===== src/rtl/cfg_arbiter_pkg.sv =====
// cfg_arbiter shared types, width defaults and index-width helper.
// Used by cfg_arbiter and arb_rr.
package cfg_arbiter_pkg;

  localparam int CFG_AWIDTH_DEF = 5;
  localparam int CFG_DWIDTH_DEF = 32;

  typedef enum logic [1:0] {
    OP_NONE,
    OP_WR,
    OP_RD
  } op_e;

  // Bits needed to index n requesters (minimum 1).
  function automatic int idx_w(input int n);
    int w;
    w = 1;
    for (int i = 1; i < 31; i++) begin
      if ((1 << i) < n) w = i + 1;
    end
    return w;
  endfunction

endpackage


===== src/rtl/cfg_arbiter_arb_rr.sv =====
// arb_rr: combinational rotate-priority encoder.
// Picks the first request at or above ptr, wrapping to bit 0.
module arb_rr
  import cfg_arbiter_pkg::*;
#(
  parameter int N  = 4,
  parameter int TW = idx_w(N)
) (
  input  logic [N-1:0]  req_i,
  input  logic [TW-1:0] ptr_i,
  output logic [N-1:0]  gnt_o,
  output logic [TW-1:0] idx_o,
  output logic          any_o
);

  logic [N-1:0] hi;
  logic [N-1:0] sel;

  always_comb begin
    hi = '0;
    for (int j = 0; j < N; j++) begin
      hi[j] = req_i[j] && (TW'(j) >= ptr_i);
    end
  end

  // Requests at/above ptr win; otherwise wrap to the lowest.
  assign sel   = (|hi) ? hi : req_i;
  assign any_o = |req_i;

  always_comb begin
    gnt_o = '0;
    idx_o = '0;
    for (int j = N - 1; j >= 0; j--) begin
      if (sel[j]) begin
        gnt_o    = '0;
        gnt_o[j] = 1'b1;
        idx_o    = TW'(j);
      end
    end
  end

endmodule


===== src/rtl/cfg_arbiter.sv =====
// cfg_arbiter: round-robin share of the cfg register-bank port.
// Optional CFG_ARB_LOCK_EN adds req_lock for read-modify-write holds.
module cfg_arbiter
  import cfg_arbiter_pkg::*;
#(
  parameter int NREQ       = 4,
  parameter int CFG_AWIDTH = CFG_AWIDTH_DEF,
  parameter int CFG_DWIDTH = CFG_DWIDTH_DEF,
  parameter int RD_LATENCY = 1
) (
  input  logic                       clk,
  input  logic                       rst,
  input  logic [NREQ-1:0]            req_wr_en,
  input  logic [NREQ*CFG_AWIDTH-1:0] req_wr_addr,
  input  logic [NREQ*CFG_DWIDTH-1:0] req_wr_data,
  input  logic [NREQ-1:0]            req_rd_en,
  input  logic [NREQ*CFG_AWIDTH-1:0] req_rd_addr,
`ifdef CFG_ARB_LOCK_EN
  input  logic [NREQ-1:0]            req_lock,
`endif
  output logic [NREQ-1:0]            req_gnt,
  output logic [NREQ-1:0]            req_rd_valid,
  output logic [CFG_DWIDTH-1:0]      req_rd_data,
  output logic                       cfg_wr_en,
  output logic [CFG_AWIDTH-1:0]      cfg_wr_addr,
  output logic [CFG_DWIDTH-1:0]      cfg_wr_data,
  output logic                       cfg_rd_en,
  output logic [CFG_AWIDTH-1:0]      cfg_rd_addr,
  input  logic [CFG_DWIDTH-1:0]      cfg_rd_data
);

  localparam int TW = idx_w(NREQ);

  logic [CFG_AWIDTH-1:0] wa [NREQ];
  logic [CFG_AWIDTH-1:0] ra [NREQ];
  logic [CFG_DWIDTH-1:0] wd [NREQ];

  always_comb begin
    for (int i = 0; i < NREQ; i++) begin
      wa[i] = req_wr_addr[i*CFG_AWIDTH +: CFG_AWIDTH];
      ra[i] = req_rd_addr[i*CFG_AWIDTH +: CFG_AWIDTH];
      wd[i] = req_wr_data[i*CFG_DWIDTH +: CFG_DWIDTH];
    end
  end

  logic [NREQ-1:0] active;
  logic [NREQ-1:0] elig;
  logic [NREQ-1:0] gnt;
  logic [TW-1:0]   gidx;
  logic            any;

  assign active = (req_wr_en | req_rd_en) & {NREQ{~rst}};

`ifdef CFG_ARB_LOCK_EN
  logic [TW-1:0] last_q;
  logic          last_vld_q;
  logic          lock_on;

  // A locked owner is the only eligible requester.
  assign lock_on = last_vld_q & req_lock[last_q];
  assign elig    = lock_on ? (active & (NREQ'(1) << last_q))
                           : active;

  always_ff @(posedge clk) begin
    if (rst) begin
      last_q     <= '0;
      last_vld_q <= 1'b0;
    end else if (any) begin
      last_q     <= gidx;
      last_vld_q <= 1'b1;
    end
  end
`else
  assign elig = active;
`endif

  logic [TW-1:0] ptr_q, ptr_d;

  arb_rr #(
    .N  (NREQ),
    .TW (TW)
  ) u_arb (
    .req_i (elig),
    .ptr_i (ptr_q),
    .gnt_o (gnt),
    .idx_o (gidx),
    .any_o (any)
  );

  assign req_gnt = gnt;

  op_e op;

  // Write wins when both are held; the read waits for its own grant.
  always_comb begin
    op = OP_NONE;
    if (any) op = req_wr_en[gidx] ? OP_WR : OP_RD;
  end

  logic                  wen_q, wen_d;
  logic                  ren_q, ren_d;
  logic [CFG_AWIDTH-1:0] wa_q, wa_d;
  logic [CFG_AWIDTH-1:0] ra_q, ra_d;
  logic [CFG_DWIDTH-1:0] wd_q, wd_d;
  logic [RD_LATENCY:0]   vld_q, vld_d;
  logic [TW-1:0]         tag_q [RD_LATENCY+1];

  always_comb begin
    ptr_d = ptr_q;
    wen_d = 1'b0;
    ren_d = 1'b0;
    wa_d  = wa_q;
    wd_d  = wd_q;
    ra_d  = ra_q;
    unique case (op)
      OP_WR: begin
        wen_d = 1'b1;
        wa_d  = wa[gidx];
        wd_d  = wd[gidx];
      end
      OP_RD: begin
        ren_d = 1'b1;
        ra_d  = ra[gidx];
      end
      default: ;
    endcase
    if (any) begin
      ptr_d = (gidx == TW'(NREQ - 1)) ? '0 : gidx + 1'b1;
    end
  end

  assign vld_d = {vld_q[RD_LATENCY-1:0], op == OP_RD};

  always_ff @(posedge clk) begin
    if (rst) begin
      ptr_q <= '0;
      wen_q <= 1'b0;
      ren_q <= 1'b0;
      wa_q  <= '0;
      wd_q  <= '0;
      ra_q  <= '0;
      vld_q <= '0;
      for (int s = 0; s <= RD_LATENCY; s++) tag_q[s] <= '0;
    end else begin
      ptr_q    <= ptr_d;
      wen_q    <= wen_d;
      ren_q    <= ren_d;
      wa_q     <= wa_d;
      wd_q     <= wd_d;
      ra_q     <= ra_d;
      vld_q    <= vld_d;
      tag_q[0] <= gidx;
      for (int s = 1; s <= RD_LATENCY; s++) tag_q[s] <= tag_q[s-1];
    end
  end

  assign cfg_wr_en   = wen_q;
  assign cfg_wr_addr = wa_q;
  assign cfg_wr_data = wd_q;
  assign cfg_rd_en   = ren_q;
  assign cfg_rd_addr = ra_q;

  assign req_rd_valid = vld_q[RD_LATENCY]
                      ? (NREQ'(1) << tag_q[RD_LATENCY]) : '0;
  assign req_rd_data  = vld_q[RD_LATENCY] ? cfg_rd_data : '0;

endmodule

===== config.mk =====
export PLATFORM = sky130hd
export DESIGN_NAME = cfg_arbiter
export DESIGN_NICKNAME = d
export VERILOG_FILES = /design/src/rtl/cfg_arbiter_pkg.sv /design/src/rtl/cfg_arbiter_arb_rr.sv /design/src/rtl/cfg_arbiter.sv
export SDC_FILE = /design/constraint.sdc
export NUM_CORES = 1
export LEC_CHECK = 0
export ABC_AREA = 1
export BUFFER_PORTS_ARGS = -buffer_cell sky130_fd_sc_hd__buf_4
export CORE_MARGIN = 5
export CORE_UTILIZATION = 38
export DETAILED_ROUTE_END_ITERATION = 8
export HOLD_SLACK_MARGIN = 0.15
export PLACE_DENSITY = 0.78
export RECOVER_POWER = 50
export SETUP_SLACK_MARGIN = 0.05
export SYNTH_ARGS = -nofsm -noshare
export SYNTH_HDL_FRONTEND = slang
export SYNTH_SLANG_ARGS = --single-unit

===== constraint.sdc =====
create_clock -name clk -period 1.7 [get_ports clk]
set_input_delay 0.17 -clock clk [delete_from_list [all_inputs] [get_ports clk]]
set_output_delay 0.17 -clock clk [all_outputs]
set_load 0.05 [all_outputs]

=== After elaboration in Yosys (flattened, before gate mapping) ===
Memories as Yosys holds them, arrays and structs flattened.
Index checks and enable logic that the tools add are counted.

* Register bits: 48
* Memory bits (writable): 4
* Bits of input ports: 210
* Word-level logic and storage cells: 63
* Memories: 1

* $add $sub $neg: 1
* Order comparisons: 6
* Equal/unequal tests: 3
* Shift operators: 1
* Multiplexer cells: 32
* Bitwise gates (word level): 6
* Reduce and logical (&&, ||, !) cells: 6

{| class="wikitable"
|+ Memories
! name !! depth !! bits a word !! rd ports !! clocked after memory_dff !! write ports !! RTL line !! source
|-
| tag_q || 2 || 2 || 2 || 0 || 2 || cfg_arbiter.sv:106 || <nowiki>logic [TW-1:0] tag_q [RD_LATENCY+1];</nowiki>
|}

{| class="wikitable"
|+ Operators by type and width
! operator !! number
|-
| 32-bit two-way mux || 3
|-
| 32-bit binary-select mux with 2-bit select || 1
|-
| 4-bit two-way mux || 6
|-
| 5-bit binary-select mux with 2-bit select || 2
|-
| 5-bit two-way mux || 4
|-
| 2-bit two-way mux || 9
|-
| 4-bit OR reduction || 2
|-
| 1-bit two-way mux || 6
|-
| 4-bit AND || 1
|-
| 2-bit == test, second input constant || 2
|-
| 1-bit by 2-bit greater-or-equal comparator with 1-bit output, first input constant || 2
|-
| 2-bit greater-or-equal comparator, first input constant || 2
|-
| 1-bit logical AND || 4
|-
| 4-bit OR || 1
|-
| 1-bit by 2-bit << shifter with 4-bit output, first input constant || 1
|-
| 3-bit greater-or-equal comparator, second input constant || 1
|-
| 2-bit by 3-bit less-than comparator with 1-bit output, second input constant || 1
|-
| 2-bit inverter with 3-bit output || 1
|-
| 2-bit by 1-bit adder with 2-bit output, second input constant || 1
|-
| 1-bit binary-select mux with 2-bit select || 1
|-
| 2-bit by 1-bit == test with 1-bit output, second input constant || 1
|-
| 1-bit OR || 2
|-
| 1-bit inverter || 1
|}

=== Longest topological paths before layout ===
Gate-level depths: netlist of the first run.

* Depth after elaboration: 15
* Gate-level depth with buffers: 17

=== By module ===
From an unflattened synthesis of the first run, not the netlist that was laid out.

* Cell total of the unflattened synthesis: 741
* Area total of the unflattened synthesis: 3872.5 um2

{| class="wikitable"
|+ By module, submodules not included
! module !! times used !! cells an instance !! area an instance (um2) !! sequential area each (um2)
|-
| cfg_arbiter || 1 || 710 || 3706.1 || 1021.0
|-
| arb_rr || 1 || 31 || 166.4 || 0.0
|}

=== Least setup slack after synthesis of the first run ===
Ideal clock, no wire load.

* Kind: reg2reg
* From: reg ptr_q[1]
* To: reg ptr_q[1]
* Library setup time: 0.062 ns
* Data arrival time: 2.402 ns
* Required time: 1.638 ns
* Setup slack: -0.764 ns
* Stages on the path, launching flop included: 10
* Path buffers: 0
* Cells stage by stage: dfxtp_1 > nor2_1 > nand3_2 > nand2_1 > nor2_1 > nand2_1 > nand2_2 > nor3_1 > o31ai_1 > inv_1

* Longest elaborated chain between the ends: 10
* Elaborated cells between the ends (all ways): 17

{| class="wikitable"
|+ RTL lines
! element !! RTL line !! source
|-
| start: declaration || cfg_arbiter.sv:77 || <nowiki>logic [TW-1:0] ptr_q, ptr_d;</nowiki>
|-
| start signal: assignment || cfg_arbiter.sv:145 || <nowiki>ptr_q <= ptr_d;</nowiki>
|-
| 1-bit by 2-bit greater-or-equal comparator with 1-bit output / 2-bit greater-or-equal comparator (equally long branches) || cfg_arbiter_arb_rr.sv:22 || <nowiki>hi[j] = req_i[j] && (TW'(j) >= ptr_i);</nowiki>
|-
| 1-bit logical AND || cfg_arbiter_arb_rr.sv:22 ||
|-
| 4-bit OR reduction || cfg_arbiter_arb_rr.sv:27 || <nowiki>assign sel = (|hi) ? hi : req_i;</nowiki>
|-
| 4-bit two-way mux (*) || cfg_arbiter_arb_rr.sv:27 ||
|-
| 2-bit two-way mux (3 in a row) || cfg_arbiter_arb_rr.sv:34 || <nowiki>if (sel[j]) begin</nowiki>
|-
| 2-bit two-way mux (*) || cfg_arbiter_arb_rr.sv:34 ||
|-
| 2-bit by 1-bit adder with 2-bit output / 2-bit == test (equally long branches) || cfg_arbiter.sv:128 || <nowiki>ptr_d = (gidx == TW'(NREQ - 1)) ? '0 : gidx + 1'b1;</nowiki>
|-
| 2-bit two-way mux (*) || cfg_arbiter.sv:128 ||
|}

Every way passes the cells marked *; elsewhere a longest branch is shown, timed or not.
A chain may end at the register's enable or synchronous reset.

=== Worst setup path in the final report of the first run ===
* From: reg ptr_q[1]
* To: reg wa_q[3], in the netlist cfg_wr_addr[3]

* Longest elaborated chain between the ends: 13
* Elaborated cells between the ends (all ways): 23

{| class="wikitable"
|+ RTL lines
! element !! RTL line !! source
|-
| 1-bit by 2-bit greater-or-equal comparator with 1-bit output / 2-bit greater-or-equal comparator (equally long branches) || cfg_arbiter_arb_rr.sv:22 ||
|-
| 1-bit logical AND || cfg_arbiter_arb_rr.sv:22 ||
|-
| 4-bit OR reduction || cfg_arbiter_arb_rr.sv:27 ||
|-
| 4-bit two-way mux (*) || cfg_arbiter_arb_rr.sv:27 ||
|-
| 2-bit two-way mux (3 in a row) || cfg_arbiter_arb_rr.sv:34 ||
|-
| 2-bit two-way mux (*) || cfg_arbiter_arb_rr.sv:34 ||
|-
| 1-bit binary-select mux with 2-bit select || cfg_arbiter.sv:97 || <nowiki>if (any) op = req_wr_en[gidx] ? OP_WR : OP_RD;</nowiki>
|-
| 1-bit two-way mux (implied by the code) || cfg_arbiter.sv:97 ||
|-
| 2-bit two-way mux (2 in a row) || cfg_arbiter.sv:97 ||
|-
| 2-bit by 1-bit == test with 1-bit output || cfg_arbiter.sv:115 || <nowiki>unique case (op)</nowiki>
|-
| end signal: assignment || cfg_arbiter.sv:148 || <nowiki>wa_q <= wa_d;</nowiki>
|-
| end: declaration || cfg_arbiter.sv:102 || <nowiki>logic [CFG_AWIDTH-1:0] wa_q, wa_d;</nowiki>
|}

Every way passes the cells marked *; elsewhere a longest branch is shown, timed or not. The select of a mux whose other input is x is not followed.

==> qor.txt, run 1 <==
RR Startpoint - ptr_q[1]
Count of buffers from port buffering - 293
Max_cap viols - 0
Final net count - 1,298
GR Overflow Total - 0
CTS tree - yes
CTS max path bufs - 2
Leading area contributor after synthesis - dfxtp_1
Number of DRC markers in iteration 0 - 248
Inserted Diodes - 0
Fin cells - 1,229
Hold Path Class - input pin to flip-flop
Final setup fails - 48
Crit Path Max Fanout - 13
Die area - 0.01308 mm^2
Post-route setup slack - -0.2287 ns
Leakage power - 4.452 nW
Largest net degree at the start of global routing - 37
Slew headroom - 53.46%
Yosys synthesis warning count - 0
Post-DR wirelength/cell - 13.99 um
Commonest non-fill, non-tap cell in the layout - buf_4
Failing checks - setup timing
Synth Instances - 756
Worst VDD drop - 0.0005023 V
Crit path kind - flip-flop to flip-flop
Pre-antenna DRT Iters - 4
Clk_skew - 0.007114 ns
Sink Count - 51
Final antenna-violating net count - 0
CTS clock-pin slew for the worst setup and hold paths - 0.10 ns
Critical path required time - 1.92 ns
Post-Place Cells - 1,194
Seq/Total Area, Yosys - 24.66%
Later-pin clock latency in the skew report - 0.31 ns
Overall Global Routing Usage - 24.28%
Tcrit/Tclk final - 113.5%
Initial Util - 38.53%
Die W - 114.4 um
Share of the synthesized area in the top cell type - 24.66%
Final min period - 1.929 ns
Proportion of layout cells with a drive suffix above 1 - 36.46%
PwrDens - 884.0 mW/mm^2
Dpl ws - -0.2133 ns
Slew Limit Fails - 0
Critical Path Start - ptr_q[1]
Most frequent cells in the layout - buf_4, nand2_1, inv_1
H-tree levels - 2
Core ar. - 0.01075 mm^2
Fin. Hold Viols - 0
DRC viols - 0
Main area contributors after synthesis - dfxtp_1, nand2_1, inv_1, o211ai_1, nor2_1
Synthesized Nets - 966
Worst Tran Pin Value - 0.7011 ns
CP startpoint kind - flip-flop
Worst path arrival time - 2.15 ns
Initial antenna violation count - 0
Avg Cell Area, Syn - 5.476 um^2
Status - finished, violations left
Vias/cell - 4.605
First-pass GRT wire length - 25.51 mm
Cts bufs inserted - 5
IO Count - 294
Endpoint class of the critical path - flip-flop
Clk root buf - clkbuf_8
Hold_sp - req_rd_addr[17]
Synthesis-to-finish area growth - 81.60%
Vias - 5,660
Cell variety after synth - 20
Die Y - 114.4 um
Unrepaired setup endpoints after global routing - yes
WL final - 17.20 mm
FP Rows - 38
Post-Syn Area - 0.004140 mm^2
RD Place Congestion - 0.8809
Synth Register Bits - 51
Fmax - 0.5185 GHz
DP HPWL - 12.62 mm
Number of global-route vias before repair - 5,232
==> Yosys cell counts (all sizes together) <==
library cell	count
nand3	16
clkbuf	20
buf	25
nand2	265
nor2	94
nor3	7
o21ai	5
o31ai	1
o211ai	84
inv	187
dfxtp	51
o21bai	1
==> critical path: stages, from the launching register on <==
cell and delay [ns]:
dfxtp_4 0.41, nand2_4 0.07, nand3_2 0.09, nand2_2 0.09, o21ai_1 0.16, nand2_2 0.10
buf_6 0.13, nand3_4 0.10, nand3_2 0.10, nand3_4 0.14, buf_12 0.16, buf_12 0.14
nand2_1 0.06, nand2_1 0.06, nor2_1 0.04
==> flip-flops by register name (all words and copies together) (netlist names) <==
| name | cells |
|---|---|
| cfg_wr_data | 32 |
| cfg_rd_addr | 5 |
| cfg_wr_addr | 5 |
| tag_q | 4 |
| ptr_q | 2 |
| vld_q | 2 |
| cfg_wr_en | 1 |
==> cells by family after synthesis <==
family	after synthesis	share of synthesized area (%)
AND/OR/NAND/NOR	382	36.11
buffers and inverters	232	22.76
AO/OA/AOI/OAI	91	16.47
flip-flops	51	24.66
==> metrics by stage <==
step / TNS [ns] / util (%) / power (mW) / cell area, um^2 / hold WS (ns)
floorplan: -3.625 / - / 4.053 / 4290 / 0.2412
global placement: -7.789 / 63.38 / 5.277 / 6810 / 0.3969
detailed placement: -7.755 / 63.38 / 5.313 / 6810 / 0.3958
CTS: -7.407 / 70.03 / 6.710 / 7525 / 0.2073
global route: -14.08 / 69.97 / 7.088 / 7518 / 0.2303
finish: -9.272 / 69.97 / 6.646 / 7518 / 0.2111
==> per-layer routing <==
layer  wire length [um]  vias to the layer above  track usage [%]
met1               6476                     2486            27.00
met3               1501                       26            5.867
met4                442                        0            7.997
met2               8776                      215            44.90
met5                  0                        -                0
li1                   -                     2933                -
==> final timing paths <==
path,endpoint,slack (ns),cells after the start
worst max register to register,cfg_wr_addr[3],-0.23,14
worst max-delay path,cfg_wr_addr[3],-0.23,14
worst min-delay path,cfg_rd_addr[2],0.21,5
worst min register to register,tag_q[0][3],0.41,2
==> layout make-up <==
type | count | area, um^2
fill | 991 | 3227
timing repair buffer | 369 | 3067
multi-input combinational | 474 | 2445
sequential | 51 | 1026
inverter | 187 | 701.9
tap | 140 | 175.2
clock buffer | 7 | 96.34
clock inverter | 1 | 7.507
==> timing repair <==
action / 4_1_cts / 5_1_grt
resized for setup: 68 / 15
buffers inserted: 13 / 1
pin swaps: 21 / 18
endpoints found under the hold margin: 3 / 0
cloned: 9 / 4
endpoints found under the setup margin: 48 / 51
hold buffers: 1 / 0
==> report_power, final <==
part / switching [mW] / internal [mW]
registers: 0.123 / 1.43
logic: 2.57 / 1.72
clock network: 0.437 / 0.372
No activity file was read; power rests on OpenSTA's default activity.
==> run 2: changes to the inputs <==
SETUP_SLACK_MARGIN = default   (was 0.05)
==> qor.txt, run 2 (synthesized netlist as in run 1, its figures left out) <==
Max_cap viols - 0
Crit Path Max Fanout - 8
Most frequent cells in the layout - buf_4, nand2_1, inv_1
Clk root buf - clkbuf_8
Fin cells - 1,218
Post-Place Cells - 1,179
Failing checks - setup timing
Leakage power - 4.425 nW
Later-pin clock latency in the skew report - 0.31 ns
FP Rows - 38
Count of buffers from port buffering - 293
Max reg flops - 32
Comb power frac - 63.5%
Fin. Hold Viols - 0
WL final - 18.33 mm
Die area - 0.01308 mm^2
Core Util, Final - 70.24%
Pre-antenna DRT Iters - 5
Inserted Diodes - 0
Worst Tran Pin Value - 0.6833 ns
H-tree levels - 2
Met2 usage - 45.83%
Fmax - 0.5082 GHz
Worst VDD drop - 0.0005231 V
Unrepaired setup endpoints after global routing - yes
Worst path arrival time - 2.22 ns
Grt peak-use layer - met2
Number of global-route vias before repair - 5,190
Endpoint class of the critical path - flip-flop
Core ar. - 0.01075 mm^2
Filler Cells Inserted - 983
Met1 global-route usage - 26.16%
Die Y - 114.4 um
Overall Global Routing Usage - 24.02%
Critical path required time - 1.95 ns
First-pass GRT wire length - 25.26 mm
Internal - 3.574 mW
Proportion of layout cells with a drive suffix above 1 - 37.29%
Vias/cell - 4.652
Reg power frac - 22.9%
Sink Count - 51
RD Place Congestion - 0.9233
Final TNS setup - -9.723 ns
Final setup fails - 49
Slew headroom - 54.64%
Status - finished, violations left
M3 GR Usage - 6.448%
PwrDens - 900.4 mW/mm^2
R2R setup slack - -0.27 ns
Tcrit/Tclk final - 115.8%
Synthesis-to-finish area growth - 82.29%
CTS max path bufs - 2
Switching pwr - 3.221 mW
Post-DR wirelength/cell - 15.05 um
Crit path kind - flip-flop to flip-flop
Die W - 114.4 um
CTS tree - yes
Final net count - 1,287
Power share of the clock group - 13.6%
DRC viols - 0
GR Overflow Total - 0
IO Count - 294
Initial antenna violation count - 0
Post-route setup slack - -0.2678 ns
Vias - 5,666
CTS clock-pin slew for the worst setup and hold paths - 0.10 ns
Number of DRC markers in iteration 0 - 249
Initial Util - 38.53%
Slew Limit Fails - 0
Hold Path Class - input pin to flip-flop
Sw Ratio - 47.40%
Final antenna-violating net count - 0
Final min period - 1.968 ns
CP startpoint kind - flip-flop
DP HPWL - 12.77 mm
Clk_skew - 0.01324 ns
Largest net degree at the start of global routing - 64
Cts bufs inserted - 5
Commonest non-fill, non-tap cell in the layout - buf_4
==> run 2: cell count changes in the layout (fill, tap and decap cells not counted), moves of 4 or more <==
cell | previous run | this run
nand2_1 | 248 | 237
buf_4 | 289 | 279
nand2_2 | 12 | 19
nor2_1 | 78 | 74
==> run 2: stage by stage <==
| stage | hold slack [ns] | instance area (um^2) | power (mW) | setup WS, ns |
|---|---|---|---|---|
| 2_1_floorplan | 0.2412 | 4298 | 4.057 | -0.1235 |
| 3_3_place_gp | 0.3915 | 6678 | 5.184 | -0.2412 |
| 3_5_place_dp | 0.3993 | 6678 | 5.216 | -0.2358 |
| 4_1_cts | 0.2014 | 7217 | 6.538 | -0.1626 |
| 5_1_grt | 0.2368 | 7547 | 7.204 | -0.3533 |
| 6_report | 0.2165 | 7547 | 6.795 | -0.2678 |
==> run 2: layout make-up <==
cell class                 count  area (um^2)  share of cell area [%]
clock buffer                   6        82.58                   1.094
clock inverter                 2        38.79                  0.5139
inverter                     187        701.9                   9.300
multi-input combinational    474         2535                   33.59
sequential                    51         1028                   13.63
tap                          140        175.2                   2.321
timing repair buffer         358         2985                   39.56
==> run 2: metal layers <==
layer	wire [um]	vias to the layer above	part of all wire, %
met4	422	0	2.3
met2	9896	247	54
met5	0	-	0
met3	1624	32	8.9
li1	-	2898	-
met1	6388	2489	35
==> run 2: power groups by stage <==
| stage | logic, mW | registers, mW | clock network [mW] |
|---|---|---|---|
| finish | 4.31 | 1.56 | 0.927 |
| global route | 4.64 | 1.58 | 0.983 |
| CTS | 4.04 | 1.55 | 0.939 |
| detailed placement | 3.64 | 1.58 | 0 |
| global placement | 3.61 | 1.57 | 0 |
| floorplan | 1.77 | 2.28 | 0 |
==> run 2: critical path, cell delays in order (launching register included) <==
cell and delay (ns):
dfxtp_4 0.38, nor2_4 0.15, nand3_4 0.12, nand2_2 0.10, inv_2 0.04, nand3_2 0.08
nand3_4 0.11, nand2_8 0.15, nand2_2 0.07, nand3_2 0.09, nand3_4 0.10, buf_12 0.17
clkbuf_16 0.15, nand2_1 0.07, nand2_1 0.06, nor2_1 0.08
==> run 2: worst paths after layout <==
kind,endpoint,cells after the start,startpoint
setup / recovery,cfg_wr_data[29],15,ptr_q[0]
hold reg to reg,tag_q[0][3],2,tag_q[0][1]
setup reg to reg,cfg_wr_data[29],15,ptr_q[0]
hold / removal,cfg_rd_addr[4],5,req_rd_addr[9]
==> run 2: what timing repair did <==
item                                    4_1_cts  5_1_grt
gates resized for setup                      29       75
endpoints found under the setup margin       48       51
buffers inserted                             12        2
endpoints found under the hold margin         3        0
pin swaps                                    11       38
hold buffers                                  1        0
gates cloned                                  8        8
==> run 3: changes to the inputs <==
--- a/config.mk
+++ b/config.mk
@@ -9,7 +9,7 @@
 export BUFFER_PORTS_ARGS = -buffer_cell sky130_fd_sc_hd__buf_4
-export CORE_MARGIN = 5
-export CORE_UTILIZATION = 38
+export CORE_AREA = 5 5 111 113
 export DETAILED_ROUTE_END_ITERATION = 8
+export DIE_AREA = 0 0 116 118
 export HOLD_SLACK_MARGIN = 0.15
-export PLACE_DENSITY = 0.78
+export PLACE_DENSITY = 0.74
 export RECOVER_POWER = 50
==> constraint.sdc (replaced) <==
create_clock -name clk -period 2.1 [get_ports clk]
set_input_delay 0.21 -clock clk [delete_from_list [all_inputs] [get_ports clk]]
set_output_delay 0.21 -clock clk [all_outputs]
set_load 0.005 [all_outputs]
==> qor.txt, run 3 (synthesized netlist as in run 1, its figures left out) <==
Comb power frac - 48.5%
Post-Place Cells - 1,164
WL final - 15.48 mm
Endpoint class of the critical path - primary output
DP HPWL - 12.37 mm
Worst path arrival time - 1.76 ns
Die area - 0.01369 mm^2
Tcrit/Tclk final - 93.69%
PwrDens - 638.8 mW/mm^2
DRC viols - 0
Number of global-route vias before repair - 4,738
Power share of the clock group - 21.9%
H-tree levels - 2
Later-pin clock latency in the skew report - 0.28 ns
Cts bufs inserted - 5
Worst VDD drop - 0.0004106 V
Fin. Hold Viols - 0
Unrepaired setup endpoints after global routing - yes
R2r worst-path depth - 13
WHS - 0.2872 ns
Slew Limit Fails - 0
Leakage power - 4.083 nW
Internal - 2.726 mW
Max_cap viols - 0
Sink Count - 51
Post-route setup slack - 0.1326 ns
Inserted Diodes - 0
GR Overflow Total - 0
CTS clock-pin slew for the worst setup and hold paths - 0.07 ns
FP Rows - 39
First-pass GRT wire length - 22.71 mm
FF/Latch Area - 0.001022 mm^2
Fmax - 0.5083 GHz
IO Count - 294
Hold Path Class - input pin to flip-flop
Commonest non-fill, non-tap cell in the layout - nand2_1
Crit path kind - flip-flop to primary output
Clk_skew - 0.005607 ns
Status - completed
Largest net degree at the start of global routing - 66
Filler Cells Inserted - 1,144
Core ar. - 0.01122 mm^2
Count of buffers from port buffering - 293
Final min period - 1.967 ns
Initial Util - 36.89%
Placed Instance Area - 0.006494 mm^2
Critical path required time - 1.89 ns
Final antenna-violating net count - 0
Post-route cell area - 0.006701 mm^2
Overall Global Routing Usage - 20.44%
Initial antenna violation count - 0
CTS max path bufs - 2
Crit Path Max Fanout - 5
Worst Tran Pin Value - 0.4897 ns
Die W - 116 um
Final net count - 1,243
Post-DR wirelength/cell - 13.15 um
CTS tree - yes
Vias/cell - 4.511
Fin cells - 1,177
Vias - 5,309
Reg power frac - 29.6%
Final TNS setup - 0 ns
Clk root buf - clkbuf_16
Pre-antenna DRT Iters - 4
Proportion of layout cells with a drive suffix above 1 - 29.98%
Sw Ratio - 36.32%
Switching pwr - 1.555 mW
Final setup fails - 0
Max reg flops - 32
Most frequent cells in the layout - nand2_1, buf_4, inv_1
Die Y - 118 um
Number of DRC markers in iteration 0 - 185
CP startpoint kind - flip-flop
Dpl ws - 0.02983 ns
Synthesis-to-finish area growth - 61.86%
Multi-input gate area - 0.002252 mm^2
Hold Crit Depth - 5
Slew headroom - 67.31%
RD Place Congestion - 0.9508
run 3: changes by cell type in the layout (fill, tap and decap cells not counted), moves of 6 or more:
cell / change
nor2_2: -13
buf_4: -34
buf_16: -6
nand3_1: +8
nand2_4: -6
nor2_1: +18
clkbuf_4: +26
nand3_4: -6
buf_6: -13
nand2_2: -15
clkbuf_1: -7
nand2_1: +22
run 3: per-layer routing:
metal / track usage (%) / share of wire, % / vias up
li1: - / - / 2806
met1: 21.91 / 37 / 2280
met2: 38.38 / 52 / 205
met3: 5.707 / 9.4 / 18
met4: 5.439 / 1.7 / 0
met5: 0 / 0 / -
run 3: final cells by class:
class                      count  area share [%]
sequential                    51           15.25
multi-input combinational    474           33.61
tap                          143           2.670
clock inverter                 2          0.5228
timing repair buffer         314           35.40
inverter                     187           10.47
clock buffer                   6           2.072
run 3: critical path: stages (launching register included):
cell and delay, ns:
dfxtp_2 0.34, inv_1 0.07, nand3_1 0.16, nand2_1 0.16, nor2_1 0.07, nand2_1 0.07, nand2_2 0.10, nor3_1 0.33
buf_4 0.18
run 3: per-stage QoR:
stage / util, % / power (mW)
4_1_cts: 59.50 / 4.331
2_1_floorplan: - / 2.406
3_3_place_gp: 57.86 / 3.354
3_5_place_dp: 57.86 / 3.379
6_report: 59.71 / 4.281
5_1_grt: 59.71 / 4.659
run 3: path summary, 6_finish.rpt:
kind	from	to	slack, ns
hold / removal	req_wr_addr[5]	cfg_wr_addr[0]	0.29
setup / recovery	ptr_q[1]	req_gnt[2]	0.13
setup reg to reg	ptr_q[1]	cfg_wr_data[16]	0.15
hold reg to reg	tag_q[0][1]	tag_q[0][3]	0.40
run 3: what timing repair did:
action,4_1_cts,5_1_grt
setup endpoints to repair,0,43
resized for setup,0,14
hold buffers,1,0
hold endpoints to repair,3,0
setup buffers,0,1
run 3: power by group through the flow:
stage	Combinational (mW)	Clock (mW)	Sequential [mW]
2_1_floorplan	1.13	0	1.28
3_3_place_gp	2.07	0	1.29
3_5_place_dp	2.09	0	1.29
4_1_cts	2.10	0.964	1.27
5_1_grt	2.35	1.02	1.29
6_report	2.08	0.938	1.27
